**config.mk**
```make
export PLATFORM = sky130hd
export DESIGN_NAME = mmi_initiator
export DESIGN_NICKNAME = d
export VERILOG_FILES = /design/src/rtl/mmi_initiator.sv
export SDC_FILE = /design/constraint.sdc
export NUM_CORES = 1
export LEC_CHECK = 0
export CAP_MARGIN = 10
export CORE_UTILIZATION = 41
export DETAILED_ROUTE_END_ITERATION = 7
export PLACE_DENSITY_LB_ADDON = 0.25
export RECOVER_POWER = 50
export SKIP_CTS_REPAIR_TIMING = 1
export SLEW_MARGIN = 20
export SYNTH_ARGS = -nofsm -noshare
export SYNTH_HDL_FRONTEND = slang
export SYNTH_SLANG_ARGS = --single-unit
```
**constraint.sdc**
```tcl
create_clock -name clk -period 2.2 [get_ports clk]
set_input_delay 0.33 -clock clk [delete_from_list [all_inputs] [get_ports clk]]
set_output_delay 0.33 -clock clk [all_outputs]
set_load 0.05 [all_outputs]
```
**src/rtl/mmi_initiator.sv**
```systemverilog
// rtl/mmi_initiator.sv - MMI register-bus initiator; optional bus-wait timeout under `MMI_TIMEOUT_EN
module mmi_initiator #(
    parameter int ADDR_W  = 3,
    parameter int WR_BASE = 3,
    parameter int TIMEOUT = 15
) (
    input  logic              clk,
    input  logic              rst,
    input  logic              req_valid,
    output logic              req_ready,
    input  logic              req_write,
    input  logic [ADDR_W-1:0] req_addr,
    input  logic [31:0]       req_wdata,
    input  logic [3:0]        req_wstrb,
    output logic              rsp_valid,
    input  logic              rsp_ready,
    output logic [31:0]       rsp_rdata,
    output logic              rsp_err,
    output logic              mmi_valid,
    output logic [3:0]        mmi_wstrb,
    input  logic              mmi_ready,
    output logic [31:0]       o_mmi_wdata,
    input  logic [31:0]       i_mmi_rdata,
    output logic [ADDR_W-1:0] o_mmi_addr
);

    typedef enum logic [1:0] {
        S_IDLE = 2'd0,
        S_BUS  = 2'd1,
        S_RESP = 2'd2
    } state_t;

`ifdef MMI_TIMEOUT_EN
    localparam bit TO_EN = 1'b1;
`else
    // Without the timeout the counter never gates anything and is trimmed away.
    localparam bit TO_EN = 1'b0;
`endif

    localparam int CNT_W = (TIMEOUT > 1) ? $clog2(TIMEOUT) : 1;
    localparam logic [ADDR_W-1:0] WR_BASE_A = ADDR_W'(WR_BASE);
    localparam logic [CNT_W-1:0]  CNT_LAST  = CNT_W'(TIMEOUT - 1);

    state_t              r_state,     w_state_n;
    logic                r_req_ready, w_req_ready_n;
    logic                r_rsp_valid, w_rsp_valid_n;
    logic [31:0]         r_rsp_rdata, w_rsp_rdata_n;
    logic                r_rsp_err,   w_rsp_err_n;
    logic                r_mmi_valid, w_mmi_valid_n;
    logic [3:0]          r_mmi_wstrb, w_mmi_wstrb_n;
    logic [31:0]         r_mmi_wdata, w_mmi_wdata_n;
    logic [ADDR_W-1:0]   r_mmi_addr,  w_mmi_addr_n;
    logic                r_write,     w_write_n;
    logic [CNT_W-1:0]    r_cnt,       w_cnt_n;
    logic                w_timeout;

    // Count reaches TIMEOUT on the TIMEOUT-th BUS cycle without mmi_ready.
    assign w_timeout = TO_EN && (r_cnt == CNT_LAST);

    assign req_ready   = r_req_ready;
    assign rsp_valid   = r_rsp_valid;
    assign rsp_rdata   = r_rsp_rdata;
    assign rsp_err     = r_rsp_err;
    assign mmi_valid   = r_mmi_valid;
    assign mmi_wstrb   = r_mmi_wstrb;
    assign o_mmi_wdata = r_mmi_wdata;
    assign o_mmi_addr  = r_mmi_addr;

    // Next-state and next-output decode; every output comes straight from a register.
    always_comb begin
        w_state_n     = r_state;
        w_req_ready_n = r_req_ready;
        w_rsp_valid_n = r_rsp_valid;
        w_rsp_rdata_n = r_rsp_rdata;
        w_rsp_err_n   = r_rsp_err;
        w_mmi_valid_n = r_mmi_valid;
        w_mmi_wstrb_n = r_mmi_wstrb;
        w_mmi_wdata_n = r_mmi_wdata;
        w_mmi_addr_n  = r_mmi_addr;
        w_write_n     = r_write;
        w_cnt_n       = r_cnt;
        case (r_state)
            S_IDLE: begin
                if (req_valid && r_req_ready) begin
                    w_req_ready_n = 1'b0;
                    w_write_n     = req_write;
                    w_cnt_n       = '0;
                    if (req_write && (req_addr < WR_BASE_A)) begin
                        // Read-only target: answer with an error, never touch the bus.
                        w_state_n     = S_RESP;
                        w_rsp_valid_n = 1'b1;
                        w_rsp_err_n   = 1'b1;
                        w_rsp_rdata_n = '0;
                    end else begin
                        w_state_n     = S_BUS;
                        w_mmi_valid_n = 1'b1;
                        w_mmi_addr_n  = req_addr;
                        w_mmi_wdata_n = req_wdata;
                        w_mmi_wstrb_n = req_write ? req_wstrb : 4'b0000;
                    end
                end
            end
            S_BUS: begin
                if (mmi_ready) begin
                    // Completion beats a timeout landing in the same cycle.
                    w_state_n     = S_RESP;
                    w_mmi_valid_n = 1'b0;
                    w_rsp_valid_n = 1'b1;
                    w_rsp_err_n   = 1'b0;
                    w_rsp_rdata_n = r_write ? 32'd0 : i_mmi_rdata;
                end else if (w_timeout) begin
                    w_state_n     = S_RESP;
                    w_mmi_valid_n = 1'b0;
                    w_rsp_valid_n = 1'b1;
                    w_rsp_err_n   = 1'b1;
                    w_rsp_rdata_n = '0;
                end else begin
                    w_cnt_n = r_cnt + CNT_W'(1);
                end
            end
            S_RESP: begin
                // mmi_valid is already low here, so a lingering mmi_ready is harmless.
                if (rsp_ready) begin
                    w_state_n     = S_IDLE;
                    w_rsp_valid_n = 1'b0;
                    w_req_ready_n = 1'b1;
                end
            end
            default: begin
                w_state_n     = S_IDLE;
                w_req_ready_n = 1'b1;
                w_rsp_valid_n = 1'b0;
                w_mmi_valid_n = 1'b0;
            end
        endcase
    end

    // State and output registers with asynchronous active-low reset.
    always_ff @(posedge clk or negedge rst) begin
        if (!rst) begin
            r_state     <= S_IDLE;
            r_req_ready <= 1'b1;
            r_rsp_valid <= 1'b0;
            r_rsp_rdata <= '0;
            r_rsp_err   <= 1'b0;
            r_mmi_valid <= 1'b0;
            r_mmi_wstrb <= '0;
            r_mmi_wdata <= '0;
            r_mmi_addr  <= '0;
            r_write     <= 1'b0;
            r_cnt       <= '0;
        end else begin
            r_state     <= w_state_n;
            r_req_ready <= w_req_ready_n;
            r_rsp_valid <= w_rsp_valid_n;
            r_rsp_rdata <= w_rsp_rdata_n;
            r_rsp_err   <= w_rsp_err_n;
            r_mmi_valid <= w_mmi_valid_n;
            r_mmi_wstrb <= w_mmi_wstrb_n;
            r_mmi_wdata <= w_mmi_wdata_n;
            r_mmi_addr  <= w_mmi_addr_n;
            r_write     <= w_write_n;
            r_cnt       <= w_cnt_n;
        end
    end

endmodule

```
# After elaboration in Yosys (flattened, before gate mapping)
# Index checks and enable logic that the tools add are counted.
# word_totals
register_bits	78
output_inout_bits	75
elab_cells	56
# op_classes
magnitude_cmp	1
eq_ne	7
mux	24
bitwise_logic	3
n_reduce_logical	11
# op_table
cell	n
2-to-1 mux 32 bit	4
case mux 32 bit (2 select lines)	1
AND reduction 4 bit	3
inequality test 2 bit (second input constant)	5
2-to-1 mux 1 bit	9
case mux 1 bit (3 select lines)	3
AND reduction 3 bit	3
2-to-1 mux 2 bit	4
case mux 2 bit (3 select lines)	1
2-to-1 mux 4 bit	1
less-than comparator 3 x 2 -> 1 bit (second input constant)	1
inverter 1 bit	3
== test 2 x 1 -> 1 bit (second input constant)	1
== test 2 bit (second input constant)	1
logical AND 1 bit	2
zero test 2 bit	1
case mux 1 bit (2 select lines)	1
AND reduction 2 bit	1
nonzero test 2 bit	1

# Depth between registers and ports, before layout
# logic_depth
word_depth	5
ltp_mapped	6

# Least setup slack after synthesis
# Ideal clock, no wire load.
# synth_timing
kind	register to register
start	register r_req_ready, in the netlist req_ready
end	register r_mmi_addr[0], in the netlist o_mmi_addr[0]
setup_ns	0.125
arrival_time_ns	1.730
required_ns	2.075
path_slack_ns	0.345
stages_incl_launch_ff	5
synth_period_minus_slack_ns	1.855
cell_sequence	dfstp_2 -> and4bb_2 -> a21boi_4 -> clkbuf_8 -> mux2_2
# synth_between
elab_chain_cells	2
# synth_lines
item	line_no	source
start: declaration	45	logic r_req_ready, w_req_ready_n;
start signal: assignment	154	r_req_ready <= w_req_ready_n;
logical AND 1 bit	84	if (req_valid && r_req_ready) begin
AND reduction 3 bit (no line)	--	
end signal: assignment	161	r_mmi_addr <= w_mmi_addr_n;
end: declaration	52	logic [ADDR_W-1:0] r_mmi_addr, w_mmi_addr_n;
# No other way between the ends.
# A chain may end at the register's enable or synchronous reset.

# Worst setup path after layout
# layout_timing
start	register r_req_ready, in the netlist req_ready
end	output port req_ready
# layout_lines
item	line_no	source
end: declaration	10	output logic req_ready,
# No word-level cell between the ends.

==> flow_metrics.tcl <==
set metrics [dict create \
    cts_buffers 9 \
    synth_area_leaders "dfrtp_1, mux2_2, o32ai_1" \
    cap_violations 0 \
    clock-sinks 78 \
    end_kind "output port" \
    synth_area_leader_cell "dfrtp_1" \
    slew-limit-headroom 0.423 \
    postRouteAntennaNets 0 \
    r2r_slack_ps 290 \
    layout-drive-gt1-share 0.145 \
    max_freq_mhz 485 \
    powerDensity_nw_per_um2 582 \
    finalCriticalPeriod_ps 2060 \
    hold_ws_ps 499 \
    worstHoldEndpoint "o_mmi_wdata[0]" \
    die_w_um 91.1 \
    yosysSeqAreaShare 0.601 \
    hold_class "register to register" \
    syn_area_um2 3250 \
    cp_max_fo 6 \
    final_util 0.664 \
    die-area_um2 8290 \
    rsz0062_at_grt "no" \
    num_rows 32 \
    io_buffers 151 \
    synth.ff_latch_count 78 \
    reg2reg_from "req_ready" \
    worstMarginPinSlew_ps 866 \
    place.gp.congestion 0.725 \
    root_buffer "clkbuf_8" \
    grt_pass1_vias 2629 \
    min_from "o_mmi_wdata[0]" \
    syn_avg_cell_area_um2 12.1 \
    cts_tree "built" \
    vias_per_cell 4.89 \
    arrival_ps 1730 \
    clockBufferDepth 2 \
    slew_violations 0 \
    critical_path_class "register to output port" \
    insertion_delay_ps 340 \
    fp.coreArea_um2 7690 \
    groute.usage.overall 0.193 \
    routedWlPerCell_um 14.7 \
    fin_tns_setup_ps 0 \
    grt_antenna_before_repair 0 \
    final_common_cell "clkdlybuf4s50_1" \
    wirelength_um 7690 \
    grt_pass1_wl_um 12600 \
    syn_nets 345 \
    yosysTopAreaCellShare 0.593 \
    first_pass_iters 4 \
    worstReg2RegEnd "rsp_rdata[10]" \
    p_leak_nw 2.35 \
    total_power_mw 2.97 \
    critPathMaxStageDelay_ps 820 \
    pin_count 152 \
    grt_max_degree 67 \
    cp_slowest_cell "clkdlybuf4s50_1" \
    hpwl_um 5330 \
    clk_pin_slew_worst_paths_ps 80 \
    path_buf_inv 1 \
    n_antenna_cell 0 \
    route.detailed.drc 0 \
    fin_nets 494 \
    drtIter0Drc 84 \
    ys_warn_count 0 \
    layout_common_cells "clkdlybuf4s50_1, dfrtp_1, nand2_1, inv_1, mux2_2" \
    ctsHtreeMaxLevel 3 \
    setup_viol 0 \
    vias 2557 \
    synth_cell_types 28 \
    ir_drop_mv 0.310 \
    worst_ep_required_time_ps 1870 \
    synthCells 268 \
    hold_viol_final 0 \
    final_cells 523 \
    synthToLayoutAreaGrowth_pct 57.0 \
    die_h_um 91.1 \
    status "finished, final reports clean" \
    whs_path_depth 1 \
    fin_worst_skew_ps 10.6 \
    critPathLaunchType "register" \
    path_depth 1 \
    grt_overflow_total 0 \
    place_inst 507 \
    reg2reg_depth 4 \
    start_util 0.423 \
    worstPathCellList "clkdlybuf4s50_1" \
    finalCritPeriodShare 0.938 \
    path_delay_family "buffers and inverters" \
]
## registers in the layout (all words and copies together) (netlist names)
register and flops:
rsp_rdata 32, rsp_err 1, o_mmi_wdata 32, mmi_wstrb 4
r_state 2, rsp_valid 1, req_ready 1, mmi_valid 1
r_write 1, o_mmi_addr 3
## Yosys cell counts
cell      count
buf_6         2
and3b_1       1
clkbuf_1      7
mux2i_1       4
o21ai_0       1
inv_1        38
mux2_2       35
a211o_1       1
a311oi_1      1
a21oi_1       2
o22a_1        1
a311o_1       1
nor2_1        2
nand2_1      40
a21boi_0      1
buf_1         3
o21a_1        1
and4bb_2      1
and3_1        1
dfrtp_1      77
buf_2         5
clkbuf_8      3
nand3b_1      2
a21boi_4      1
o32ai_1      32
dfstp_2       1
mux2_1        1
nor2b_1       3
## where the power goes
group | total, mW | internal (mW) | switching (mW)
combinational | 0.187 | 0.125 | 0.0617
sequential | 1.43 | 1.43 | 0
clock | 1.35 | 0.842 | 0.512
## metal layers
metal | GRT usage | part of all wire | routed length, µm
met1 | 0.244 | 0.43 | 3330
met2 | 0.324 | 0.50 | 3820
met3 | 0.0377 | 0.050 | 386
met4 | 0.0847 | 0.021 | 158
met5 | 0 | 0 | 0
## cell type report
type | count | area (µm²)
Clock inverter | 3 | 90.1
Timing Repair Buffer | 158 | 1600
Inverter | 38 | 143
Tap cell | 102 | 128
Fill cell | 610 | 2580
Multi-Input combinational cell | 132 | 1030
Sequential cell | 78 | 1950
Clock buffer | 12 | 165
## logic make-up after synthesis
group,Yosys count,share of synthesized area
AO/OA/AOI/OAI,42,0.112
buffers and inverters,58,0.0827
flip-flops,78,0.601
multiplexers,40,0.137
AND/OR/NAND/NOR,50,0.0673
## worst max path at each step
stage	from	end	slack, ps
after floorplan	req_ready	o_mmi_addr[0]	350
after global placement	req_valid	o_mmi_addr[1]	180
after detailed placement	req_valid	o_mmi_wdata[4]	130
after CTS	req_ready	req_ready	120
after global routing	req_write	rsp_rdata[10]	70
final	req_ready	req_ready	140
## metrics by stage
stage          setup WS [ps]  cell area (µm²)
2_1_floorplan            345             3250
4_1_cts                  119             5120
5_1_grt                 66.5             5110
3_3_place_gp             178             4870
3_5_place_dp             135             4870
6_report                 136             5110
Note: power is estimated with default switching activity, not from simulation.
